--- src/rtl/intr_servicer.sv ---
// intr_servicer: services one granted interrupt at a time (IDLE->SERVICE->ACK->DROP); ports: pclk/prst, intr_valid_i/intr_to_service_i request, intr_serviced_o/intr_clear_o/abort_o pulses, busy_o/last_idx_o/idx_err_o status, cnt_sel_i/cnt_rdata_o counter read
module intr_servicer #(
  parameter int NUM_P_CTRLR = 16,
  parameter int IDX_W       = $clog2(NUM_P_CTRLR),
  parameter int SVC_CYCLES  = 4,
  parameter int CNT_W       = 8
) (
  input  logic                   pclk,
  input  logic                   prst,
  input  logic                   intr_valid_i,
  input  logic [NUM_P_CTRLR-1:0] intr_to_service_i,
  output logic                   intr_serviced_o,
  output logic [NUM_P_CTRLR-1:0] intr_clear_o,
  output logic                   busy_o,
  output logic [IDX_W-1:0]       last_idx_o,
  output logic                   abort_o,
  output logic                   idx_err_o,
  input  logic [IDX_W-1:0]       cnt_sel_i,
  output logic [CNT_W-1:0]       cnt_rdata_o
);
  typedef enum logic [1:0] {IDLE, SERVICE, ACK, DROP} state_t;
  state_t state;
  logic [7:0] dcnt;
  logic [IDX_W-1:0] idx;
  logic [CNT_W-1:0] cnt [NUM_P_CTRLR];
  logic in_range;
  assign in_range = {32'd0, intr_to_service_i} < (NUM_P_CTRLR + 32)'(NUM_P_CTRLR);
  always_ff @(posedge pclk or posedge prst) begin
    if (prst) begin
      state           <= IDLE;
      dcnt            <= '0;
      idx             <= '0;
      intr_serviced_o <= 1'b0;
      intr_clear_o    <= '0;
      busy_o          <= 1'b0;
      last_idx_o      <= '0;
      abort_o         <= 1'b0;
      idx_err_o       <= 1'b0;
      cnt_rdata_o     <= '0;
      for (int i = 0; i < NUM_P_CTRLR; i++) cnt[i] <= '0;
    end else begin
      intr_serviced_o <= 1'b0;
      intr_clear_o    <= '0;
      abort_o         <= 1'b0;
      cnt_rdata_o     <= 32'(cnt_sel_i) < NUM_P_CTRLR ? cnt[cnt_sel_i] : '0;
      case (state)
        IDLE:
          if (intr_valid_i) begin
            if (in_range) begin
              idx    <= intr_to_service_i[IDX_W-1:0];
              dcnt   <= 8'(SVC_CYCLES - 1);
              state  <= SERVICE;
              busy_o <= 1'b1;
            end else idx_err_o <= 1'b1;
          end
        SERVICE:
          if (!intr_valid_i) begin
            abort_o <= 1'b1;
            state   <= IDLE;
            busy_o  <= 1'b0;
          end else if (dcnt == 8'd0) begin
            state           <= ACK;
            intr_serviced_o <= 1'b1;
            intr_clear_o    <= {{(NUM_P_CTRLR-1){1'b0}}, 1'b1} << idx;
            last_idx_o      <= idx;
            cnt[idx]        <= cnt[idx] == '1 ? cnt[idx] : cnt[idx] + 1'b1;
          end else dcnt <= dcnt - 8'd1;
        ACK: state <= DROP;
        DROP:
          if (!intr_valid_i) begin
            state  <= IDLE;
            busy_o <= 1'b0;
          end
      endcase
    end
  end
endmodule

--- config.mk ---
export PLATFORM = sky130hd
export DESIGN_NAME = intr_servicer
export DESIGN_NICKNAME = d
export VERILOG_FILES = /design/src/rtl/intr_servicer.sv
export SDC_FILE = /design/constraint.sdc
export NUM_CORES = 1
export LEC_CHECK = 0
export ABC_AREA = 1
export BUFFER_PORTS_ARGS = -buffer_cell sky130_fd_sc_hd__buf_2
export CAP_MARGIN = 0
export CORE_MARGIN = 2
export CORE_UTILIZATION = 30
export DETAILED_ROUTE_END_ITERATION = 10
export GPL_ROUTABILITY_DRIVEN = 0
export GPL_TIMING_DRIVEN = 0
export SLEW_MARGIN = 10
export SYNTH_ARGS = -nofsm -noshare
export SYNTH_HDL_FRONTEND = slang
export SYNTH_SLANG_ARGS = --single-unit
--- constraint.sdc ---
create_clock -name pclk -period 8.37 [get_ports pclk]
set_input_delay 2.511 -clock pclk [delete_from_list [all_inputs] [get_ports pclk]]
set_output_delay 2.511 -clock pclk [all_outputs]
set_load 0.02 [all_outputs]
==> load_flow_metrics.sql, run 1 <==
INSERT INTO impl_metrics (metric_group, metric, value, unit) VALUES
('finish', 'fillers', '3278', ''),
('routing', 'post_drt_wl_per_cell', '19.00', 'um'),
('placed_design', 'place_inst', '1776', ''),
('die', 'die_y', '182.8', 'um'),
('setup_path', 'reg2reg_from', 'dcnt[0]', ''),
('setup_path', 'endpoint_kind', 'flip-flop', ''),
('synth', 'synthCells', '1322', ''),
('clock_network', 'cts.sink_count', '174', ''),
('synth', 'synth_most_common_cell', 'sky130_fd_sc_hd__nand2_1', ''),
('clock_network', 'numCtsBuffers', '17', ''),
('routing', 'first_pass_iters', '6', ''),
('sta', 'finalWorstSetupSlack', '3.782', 'ns'),
('global_route', 'grt_pass1_vias', '8995', ''),
('setup_path', 'cp_data_arrival_time', '4.91', 'ns'),
('setup_path', 'timing.critical_path.required', '8.70', 'ns'),
('synth', 'netlist.top_cell.by_area', 'sky130_fd_sc_hd__dfrtp_1', ''),
('sta', 'worst_max_slew_pin_slew', '1.186', 'ns'),
('synth', 'ys.warnings.count', '0', ''),
('synth', 'synth-seq-cells', '174', ''),
('synth', 'synth_seq_area_share', '45.42', '%'),
('die', 'core_region_area', '0.03147', 'mm2'),
('global_route', 'grt.overflow.total', '0', ''),
('hold_path', 'worstHoldStart', 'idx_err_o', ''),
('synth', 'synth.cells.most_frequent', '597 x sky130_fd_sc_hd__nand2_1, 174 x sky130_fd_sc_hd__dfrtp_1, 106 x sky130_fd_sc_hd__nand3_1', ''),
('hold_path', 'min_path_type', 'reg2reg', ''),
('power', 'p_leak', '0.005668', 'uW'),
('placed_design', 'dp.final_hpwl', '24.25', 'mm'),
('setup_path', 'path_cells', 'buf_2 -> nand3_1 -> buf_2 -> nor3_2 -> inv_1 -> nand2_1 -> nand2_1', ''),
('setup_path', 'worst_path_largest_cell_delay', '0.78', 'ns'),
('sta', 'post-route-period-util', '54.82', '%'),
('die', 'floorplan.initialDensity', '30.46', '%'),
('setup_path', 'crit_path_start_kind', 'input pin', ''),
('finish', 'multiInputGateArea', '0.004578', 'mm2'),
('die', 'die_x', '182.8', 'um'),
('clock_network', 'path_clk_slew', '0.08', 'ns'),
('routing', 'remaining_drc_errors', '0', ''),
('hold_path', 'worstHoldPathCells', '1', ''),
('sta', 'fin_skew', '0.01857', 'ns'),
('placed_design', 'pre_cts_slack', '3.462', 'ns'),
('synth', 'synth.avg_cell_area', '7.252', 'um2'),
('run_status', 'outcome', 'complete, no violations', ''),
('sta', 'maxSlewHeadroom', '20.35', '%'),
('clock_network', 'holdBufCountCts', '0', ''),
('setup_path', 'worst_path_max_delay_cell', 'sky130_fd_sc_hd__nor3_2', ''),
('sta', 'timing_max_transition_violations_final', '0', ''),
('sta', 'fin_tns_setup', '0', 'ns'),
('synth', 'synth_top_cell_area_share', '45.42', '%'),
('clock_network', 'post-cts-setup-buffers', '0', ''),
('routing', 'detailroute.via_count', '9521', ''),
('flow_run', 'cap_violations', '0', ''),
('power', 'design_power_total', '1788', 'uW'),
('clock_network', 'resized_cells_post_cts', '0', ''),
('sta', 'final_hold_viol_count', '0', ''),
('synth', 'ys_types', '39', ''),
('global_route', 'grt.total_usage', '20.96', '%'),
('setup_path', 'ff2ff_setup_slack', '4.86', 'ns'),
('clock_network', 'ctsLongestPathBuffers', '2', ''),
('setup_path', 'worstSetupPathType', 'in2reg', ''),
('finish', 'layout-area-overhead-vs-synth', '14.88', '%'),
('die', 'ioPinCount', '55', ''),
('placed_design', 'placed_area', '0.01039', 'mm2'),
('setup_path', 'launching_element_of_the_worst_setup_path', 'intr_valid_i', ''),
('global_route', 'wire_length_of_the_first_global_routing_pass', '52.92', 'mm'),
('synth', 'synthArstFlopShare', '100.0', '%'),
('finish', 'fin_nets', '1418', ''),
('placed_design', 'number_of_port_buffers', '51', ''),
('routing', 'wl', '34.38', 'mm'),
('sta', 'max_clock_freq', '218.0', 'MHz'),
('global_route', 'antenna_found_initial', '1', ''),
('power', 'power.density', '162.4', 'mW/mm2'),
('finish', 'drive_gt1_share', '11.24', '%');
-- sequential cells by signal (all words and copies together), names as in the netlist, named ones only --
name and count:
dcnt 8, intr_serviced_o 1, state 1, cnt_rdata_o 8, busy_o 1, cnt 128, idx 4, idx_err_o 1
intr_clear_o 16, last_idx_o 4, abort_o 1
-- power by group --
group,switching [uW],total (uW),internal (uW),leakage (uW)
Clock,406,839,433,0.000295
Sequential,3.42,849,846,0.00235
Combinational,74.9,100,25.5,0.00302
-- worst max-delay path, delay by kind of cell --
family / cells / cell delay (ns)
and+or+nand+nor: 4 / 1.41
buffers and inverters: 3 / 0.97
-- per-layer routing --
layer | share of wire (%) | GRT usage, % | vias up | routed length [um]
met2 | 44 | 32.30 | 556 | 15200
met3 | 9.5 | 3.932 | 120 | 3254
met4 | 4.8 | 10.55 | 0 | 1643
met1 | 42 | 28.24 | 4449 | 14280
met5 | 0 | 0 | - | 0
li1 | - | - | 4396 | -
-- per-stage QoR --
step | util [%] | hold slack (ns)
after floorplan | - | 0.4489
after global placement | 32.87 | 0.4582
after detailed placement | 33.01 | 0.4659
after CTS | 34.98 | 0.4865
after global routing | 34.98 | 0.4965
final | 34.99 | 0.4822
-- cells in the final DEF (no fill, tap or decap), types with 7 or more instances in the layout --
master / n
sky130_fd_sc_hd__a21oi_1: 47
sky130_fd_sc_hd__buf_1: 7
sky130_fd_sc_hd__buf_2: 66
sky130_fd_sc_hd__buf_4: 11
sky130_fd_sc_hd__clkbuf_1: 19
sky130_fd_sc_hd__clkbuf_16: 17
sky130_fd_sc_hd__dfrtp_1: 174
sky130_fd_sc_hd__inv_1: 89
sky130_fd_sc_hd__mux2i_1: 22
sky130_fd_sc_hd__nand2_1: 597
sky130_fd_sc_hd__nand2_2: 8
sky130_fd_sc_hd__nand3_1: 106
sky130_fd_sc_hd__nor2_1: 41
sky130_fd_sc_hd__nor2_2: 9
sky130_fd_sc_hd__nor3_1: 9
sky130_fd_sc_hd__o211ai_1: 18
sky130_fd_sc_hd__o21ai_0: 67
sky130_fd_sc_hd__o21ai_1: 15
sky130_fd_sc_hd__o221ai_1: 7
-- path summary, 6_finish.rpt --
check,end
max in group asynchronous,cnt[116]
setup reg to reg,cnt[80]
setup / recovery,cnt[80]
hold / removal,idx_err_o
min in group asynchronous,intr_clear_o[10]
hold reg to reg,idx_err_o
-- area by class of cell --
class,count,area share [%]
Multi-Input combinational cell,995,41.57
Sequential cell,174,39.54
Tap cell,402,4.567
Clock buffer,17,3.863
Inverter,97,3.374
Buffer,56,2.727
Timing Repair Buffer,52,2.568
Clock inverter,15,1.772
Antenna cell,1,0.02272
-- cells by family after synthesis --
family,after synthesis,synth area share [%]
and+or+nand+nor,798,34.69
DFF,174,45.42
AOI/OAI and AO/OA,166,9.763
buffers and inverters,153,6.930
muxes,22,2.297
xor gates and xnor gates,7,0.6395
adders and majority gates,2,0.2610
No activity file was read; power rests on OpenSTA's default activity.
==> inputs of run 2 (changes only) <==
==> constraint.sdc (replaced) <==
create_clock -name pclk -period 4.2 [get_ports pclk]
set_input_delay 1.26 -clock pclk [delete_from_list [all_inputs] [get_ports pclk]]
set_output_delay 1.26 -clock pclk [all_outputs]
set_load 0.02 [all_outputs]
==> run 2 against run 1 <==
Net effect:
- critical path depth is 1 higher
- combinational power increased by 110%
- worst setup slack lost 3.1 ns
- clock power is 100% higher
- global-route usage increased by 0.33 points
- largest cell class unchanged
- highest routed layer unchanged
==> load_flow_metrics.sql, run 2 (synthesized netlist as in run 1, its figures left out) <==
INSERT INTO impl_metrics (metric_group, metric, value, unit) VALUES
('setup_path', 'crit_path_buf_inv_count', '4', ''),
('placed_design', 'place_inst', '1780', ''),
('routing', 'first_pass_iters', '8', ''),
('die', 'rows', '65', ''),
('routing', 'drtAntennaViolNets', '0', ''),
('clock_network', 'tritoncts_clock_tree', 'built', ''),
('setup_path', 'reg2regPathDepth', '8', ''),
('global_route', 'grt_pass1_vias', '8758', ''),
('global_route', 'grt.overflow.total', '0', ''),
('global_route', 'wire_length_of_the_first_global_routing_pass', '53.01', 'mm'),
('setup_path', 'endpoint_kind', 'flip-flop', ''),
('global_route', 'antenna_found_initial', '1', ''),
('global_route', 'grt.total_usage', '21.29', '%'),
('flow_run', 'cap_violations', '0', ''),
('finish', 'top_library_cells_by_usage_in_the_layout_fill_and_taps_aside', '597 x sky130_fd_sc_hd__nand2_1, 174 x sky130_fd_sc_hd__dfrtp_1, 106 x sky130_fd_sc_hd__nand3_1, 89 x sky130_fd_sc_hd__inv_1, 67 x sky130_fd_sc_hd__o21ai_0', ''),
('sta', 'whs', '0.4764', 'ns'),
('hold_path', 'min_path_type', 'reg2reg', ''),
('routing', 'post_drt_wl_per_cell', '19.48', 'um'),
('sta', 'final_hold_viol_count', '0', ''),
('sta', 'post-route-min-period', '3.505', 'ns'),
('sta', 'fin_skew', '0.01272', 'ns'),
('finish', 'largest_reg_flops', '128', ''),
('sta', 'post-route-period-util', '83.46', '%'),
('routing', 'vias_per_cell', '5.271', ''),
('sta', 'grt_setup_unrepaired', 'false', ''),
('power', 'power.density', '324.5', 'mW/mm2'),
('clock_network', 'resized_cells_post_cts', '0', ''),
('die', 'ioPinCount', '55', ''),
('setup_path', 'cp_data_arrival_time', '3.85', 'ns'),
('setup_path', 'worstSetupPathType', 'reg2reg', ''),
('routing', 'wl', '35.33', 'mm'),
('run_status', 'outcome', 'complete, no violations', ''),
('clock_network', 'numCtsBuffers', '17', ''),
('routing', 'remaining_drc_errors', '0', ''),
('routing', 'detailroute.via_count', '9556', ''),
('finish', 'drive_gt1_share', '11.28', '%'),
('clock_network', 'clock_latency', '0.45', 'ns'),
('setup_path', 'path_cells', 'buf_4 -> inv_2 -> nor2_2 -> inv_1 -> nor3_1 -> inv_1 -> nand2_1 -> nand2_1', ''),
('die', 'floorplan.initialDensity', '30.46', '%'),
('finish', 'register_with_the_most_flip_flops', 'cnt', ''),
('clock_network', 'cts.sink_count', '174', ''),
('die', 'core_region_area', '0.03147', 'mm2'),
('clock_network', 'htree_levels', '4', ''),
('setup_path', 'worst_path_max_delay_cell', 'sky130_fd_sc_hd__nor3_1', ''),
('power', 'p_leak', '0.005692', 'uW'),
('setup_path', 'cp.depth', '8', ''),
('setup_path', 'critical-path-top-delay-family', 'simple AND/OR/NAND/NOR gates', ''),
('die', 'die_y', '182.8', 'um'),
('die', 'die_area', '0.03340', 'mm2'),
('placed_design', 'number_of_port_buffers', '51', ''),
('clock_network', 'post-cts-setup-buffers', '0', ''),
('sta', 'fin_tns_setup', '0', 'ns'),
('setup_path', 'worst_path_largest_cell_delay', '1.07', 'ns'),
('clock_network', 'ctsLongestPathBuffers', '2', ''),
('setup_path', 'ff2ff_setup_slack', '0.69', 'ns'),
('clock_network', 'path_clk_slew', '0.07', 'ns'),
('setup_path', 'critical_path.max_fanout', '10', ''),
('placed_design', 'dp.final_hpwl', '24.66', 'mm'),
('clock_network', 'holdBufCountCts', '0', ''),
('routing', 'drt_iter0_markers', '1381', ''),
('die', 'die_x', '182.8', 'um'),
('clock_network', 'cts-root-buf', 'sky130_fd_sc_hd__clkbuf_16', ''),
('finish', 'biggestRegsByFlops', 'cnt (128), intr_clear_o (16)', ''),
('sta', 'max_clock_freq', '285.3', 'MHz'),
('finish', 'stdcell_count', '1813', ''),
('power', 'ir_drop', '0.0002967', 'V'),
('finish', 'most_common_cell_after_layout_fill_and_taps_aside', 'sky130_fd_sc_hd__nand2_1', ''),
('setup_path', 'timing.critical_path.required', '4.54', 'ns'),
('sta', 'maxSlewHeadroom', '16.95', '%'),
('sta', 'worst_max_slew_pin_slew', '1.236', 'ns'),
('setup_path', 'crit_path_start_kind', 'flip-flop', ''),
('sta', 'timing.final.setup_violations', '0', ''),
('global_route', 'grt_start_max_net_pins', '37', ''),
('finish', 'fin_nets', '1422', ''),
('sta', 'timing_max_transition_violations_final', '0', ''),
('finish', 'layout-area-overhead-vs-synth', '15.40', '%'),
('hold_path', 'worstHoldPathCells', '1', '');
## run 2: changes by cell type in the layout (fill, tap and decap cells not counted), moves of 2 or more
cell and change:
sky130_fd_sc_hd__buf_12 +5, sky130_fd_sc_hd__inv_8 -3, sky130_fd_sc_hd__clkinv_8 -4, sky130_fd_sc_hd__clkbuf_8 +2
## run 2: final timing paths
check	start	end
max	idx[1]	cnt[79]
min	idx_err_o	idx_err_o
max reg2reg	idx[1]	cnt[79]
min reg2reg	idx_err_o	idx_err_o
max in group asynchronous	prst	cnt[65]
min in group asynchronous	prst	idx_err_o
## run 2: area by class of cell
type / instances / area (um2)
antenna: 2 / 5.005
buffer: 56 / 300.3
sequential: 174 / 4354
timing repair buffer: 56 / 355.3
inverter: 97 / 367.9
clock inverter: 11 / 147.6
multi-input combinational: 995 / 4573
fill: 3280 / 20410
tap: 402 / 503.0
clock buffer: 20 / 456.7
## run 2: metrics by stage
step,total power [uW],instance area (um2),utilization [%],setup slack (ns)
after floorplan,1840,9590,-,0.7153
after global placement,1920,10350,32.88,-0.5335
after detailed placement,1932,10450,33.20,0.3968
after CTS,3588,11050,35.12,0.6057
after global routing,3680,11060,35.13,0.6590
final,3590,11060,35.15,0.6946
## run 2: report_power, final
group | leakage [uW] | internal [uW] | switching, uW
sequential | 0.00235 | 1690 | 6.43
clock | 0.000293 | 925 | 760
combinational | 0.00305 | 57.5 | 154
total | 0.00569 | 2670 | 921
## run 2: layer usage
metal / vias to the layer above / global-route usage, % / routed length (um)
met2: 531 / 32.40 / 15580
li1: 4390 / - / -
met3: 99 / 6.195 / 3904
met5: - / 0 / 0
met1: 4536 / 28.25 / 14490
met4: 0 / 9.129 / 1348
## run 2: worst register-to-register path: stages (launching register included)
cell	delay (ns)
sky130_fd_sc_hd__dfrtp_1	0.33
sky130_fd_sc_hd__buf_4	0.22
sky130_fd_sc_hd__inv_2	0.14
sky130_fd_sc_hd__nor2_2	0.54
sky130_fd_sc_hd__inv_1	0.39
sky130_fd_sc_hd__nor3_1	1.07
sky130_fd_sc_hd__inv_1	0.48
sky130_fd_sc_hd__nand2_1	0.17
sky130_fd_sc_hd__nand2_1	0.06
==> inputs of run 3 (changes only) <==
==> constraint.sdc (replaced) <==
create_clock -name pclk -period 2.94 [get_ports pclk]
set_input_delay 0.882 -clock pclk [delete_from_list [all_inputs] [get_ports pclk]]
set_output_delay 0.882 -clock pclk [all_outputs]
set_load 0.02 [all_outputs]
==> run 3 against run 2 <==
Net effect:
- non-clock buffer count increased by 11
- sequential power up 43%
- flip-flop and latch count unchanged
- largest cell class unchanged
- highest routed layer unchanged
==> load_flow_metrics.sql, run 3 (synthesized netlist as in run 1, its figures left out) <==
INSERT INTO impl_metrics (metric_group, metric, value, unit) VALUES
('finish', 'multiInputGateArea', '0.004736', 'mm2'),
('clock_network', 'path_clk_slew', '0.07', 'ns'),
('setup_path', 'timing.critical_path.required', '3.28', 'ns'),
('placed_design', 'dp.final_hpwl', '24.66', 'mm'),
('clock_network', 'holdBufCountCts', '0', ''),
('die', 'die_y', '182.8', 'um'),
('sta', 'timing.final.setup_violations', '0', ''),
('finish', 'top_library_cells_by_usage_in_the_layout_fill_and_taps_aside', '595 x sky130_fd_sc_hd__nand2_1, 173 x sky130_fd_sc_hd__dfrtp_1, 105 x sky130_fd_sc_hd__nand3_1, 88 x sky130_fd_sc_hd__inv_1, 67 x sky130_fd_sc_hd__o21ai_0', ''),
('global_route', 'grt_start_max_net_pins', '37', ''),
('sta', 'fin_skew', '0.01182', 'ns'),
('die', 'floorplan.initialDensity', '30.46', '%'),
('setup_path', 'crit_path_start_kind', 'flip-flop', ''),
('setup_path', 'critical_path.max_fanout', '10', ''),
('finish', 'largest_reg_flops', '128', ''),
('finish', 'most_common_cell_after_layout_fill_and_taps_aside', 'sky130_fd_sc_hd__nand2_1', ''),
('finish', 'drive_gt1_share', '13.17', '%'),
('global_route', 'wire_length_of_the_first_global_routing_pass', '53.14', 'mm'),
('clock_network', 'tritoncts_clock_tree', 'built', ''),
('routing', 'vias_per_cell', '5.252', ''),
('setup_path', 'ff2ff_setup_slack', '0.1', 'ns'),
('sta', 'maxSlewHeadroom', '23.12', '%'),
('finish', 'fin_nets', '1433', ''),
('finish', 'fillers', '3246', ''),
('flow_run', 'cap_violations', '0', ''),
('global_route', 'antenna_found_initial', '1', ''),
('setup_path', 'endpoint_kind', 'flip-flop', ''),
('routing', 'post_drt_wl_per_cell', '19.45', 'um'),
('clock_network', 'cts.sink_count', '174', ''),
('finish', 'seqCellArea', '0.004355', 'mm2'),
('setup_path', 'worstSetupPathType', 'reg2reg', ''),
('hold_path', 'worstHoldPathCells', '1', ''),
('routing', 'remaining_drc_errors', '0', ''),
('global_route', 'grt.overflow.total', '0', ''),
('die', 'die_area', '0.03340', 'mm2'),
('power', 'ir_drop', '0.0004246', 'V'),
('setup_path', 'regToRegEndpoint', 'cnt[76]', ''),
('power', 'power.density', '450.6', 'mW/mm2'),
('die', 'ioPinCount', '55', ''),
('finish', 'stdcell_count', '1823', ''),
('placed_design', 'number_of_port_buffers', '51', ''),
('setup_path', 'reg2regPathDepth', '15', ''),
('die', 'rows', '65', ''),
('clock_network', 'cts-root-buf', 'sky130_fd_sc_hd__clkbuf_16', ''),
('hold_path', 'worst_hold_path.endpoint', 'idx_err_o', ''),
('routing', 'drtAntennaViolNets', '0', ''),
('finish', 'biggestRegsByFlops', 'cnt (128), intr_clear_o (16)', ''),
('routing', 'drt_iter0_markers', '1316', ''),
('sta', 'fin_tns_setup', '0', 'ns'),
('finish', 'register_with_the_most_flip_flops', 'cnt', ''),
('power', 'p_leak', '0.005857', 'uW'),
('sta', 'whs', '0.4812', 'ns'),
('sta', 'post-route-period-util', '96.67', '%'),
('power', 'design_power_total', '5130', 'uW'),
('sta', 'worst_max_slew_pin_slew', '1.144', 'ns'),
('routing', 'wl', '35.45', 'mm'),
('placed_design', 'place_inst', '1780', ''),
('clock_network', 'clock_latency', '0.45', 'ns'),
('hold_path', 'worstHoldStart', 'idx_err_o', ''),
('sta', 'post-route-min-period', '2.842', 'ns'),
('setup_path', 'reg2reg_from', 'idx[0]', ''),
('global_route', 'grt.total_usage', '21.29', '%'),
('sta', 'timing_max_transition_violations_final', '0', ''),
('die', 'die_x', '182.8', 'um'),
('sta', 'final_hold_viol_count', '0', ''),
('finish', 'layout-area-overhead-vs-synth', '18.74', '%'),
('hold_path', 'min_path_type', 'reg2reg', ''),
('die', 'core_region_area', '0.03147', 'mm2'),
('clock_network', 'htree_levels', '4', ''),
('clock_network', 'ctsLongestPathBuffers', '2', ''),
('routing', 'detailroute.via_count', '9575', ''),
('global_route', 'grt_pass1_vias', '8843', ''),
('setup_path', 'cp_data_arrival_time', '3.18', 'ns'),
('clock_network', 'numCtsBuffers', '17', ''),
('run_status', 'outcome', 'complete, no violations', ''),
('routing', 'first_pass_iters', '5', ''),
('sta', 'max_clock_freq', '351.8', 'MHz');
## run 3: changes by cell type in the layout (fill, tap and decap cells not counted), moves of 3 or more
cell,delta
sky130_fd_sc_hd__nor2_2,-8
sky130_fd_sc_hd__nor3_1,-7
sky130_fd_sc_hd__buf_6,+3
sky130_fd_sc_hd__buf_4,+9
sky130_fd_sc_hd__nor2_4,+8
sky130_fd_sc_hd__nand3_4,+4
sky130_fd_sc_hd__buf_2,-5
sky130_fd_sc_hd__nor3_4,+5
sky130_fd_sc_hd__nand3_2,-3
## run 3: per-layer routing
metal / global-route usage (%) / part of all wire (%) / wire, um / vias to the layer above
met5: 0 / 0 / 0 / -
met4: 9.774 / 4.5 / 1603 / 0
met3: 5.759 / 12 / 4180 / 121
met2: 32.56 / 44 / 15560 / 584
met1: 28.13 / 40 / 14110 / 4456
li1: - / - / - / 4414
## run 3: worst max path at each step
stage / from / end / slack, ns / depth (start not counted)
global placement: prst / cnt[28] / -1.42 / 2
global route: idx[0] / cnt[60] / -0.004 / 19
floorplan: prst / asynchronous set/reset pin / -0.17 / 1
CTS: idx[1] / cnt[20] / 0.002 / 16
detailed placement: idx[1] / cnt[10] / -0.62 / 8
finish: idx[0] / cnt[76] / 0.1 / 15
## run 3: critical path: stages, from the launching register on
cell,delay [ns]
sky130_fd_sc_hd__dfrtp_2,0.41
sky130_fd_sc_hd__buf_6,0.21
sky130_fd_sc_hd__nand2_2,0.19
sky130_fd_sc_hd__inv_2,0.20
sky130_fd_sc_hd__nand2_1,0.07
sky130_fd_sc_hd__nand4_1,0.09
sky130_fd_sc_hd__nand2_1,0.12
sky130_fd_sc_hd__nand4_1,0.17
sky130_fd_sc_hd__ha_2,0.22
sky130_fd_sc_hd__nand2_2,0.11
sky130_fd_sc_hd__nor2_4,0.22
sky130_fd_sc_hd__buf_4,0.16
sky130_fd_sc_hd__nand3_4,0.15
sky130_fd_sc_hd__buf_4,0.24
sky130_fd_sc_hd__nand3_1,0.09
sky130_fd_sc_hd__nand2_1,0.05
## run 3: per-stage QoR
step / util, % / setup WS [ns] / instance area (um2)
6_report: 36.17 / 0.09779 / 11380
5_1_grt: 36.16 / -0.004282 / 11380
4_1_cts: 35.56 / 0.001924 / 11190
3_5_place_dp: 33.20 / -0.6242 / 10450
3_3_place_gp: 32.88 / -1.415 / 10350
2_1_floorplan: - / -0.1667 / 9590
## run 3: area by class of cell
class                   instances  area share [%]
multi-input cells             995           41.60
flip-flops and latches        174           38.26
well taps                     402           4.419
repair buffers                 67           4.067
clock buffers                  20           4.012
inverters                      97           3.352
plain buffers                  56           2.968
clock inverters                11           1.297
diodes                          1         0.02198
## run 3: timing repair
action                     4_1_cts  5_1_grt
setup buffers                    3        8
pin swaps                        0        4
cloned                           0        0
setup endpoints to repair      106      111
resized for setup               26       31
## run 3: report_power, final
part           total (uW)  switching, uW  leakage, uW  internal, uW
Clock                2410           1090     0.000293          1320
Sequential           2420           9.11      0.00235          2410
Combinational         304            220      0.00321          83.2
Total                5130           1320      0.00586          3810
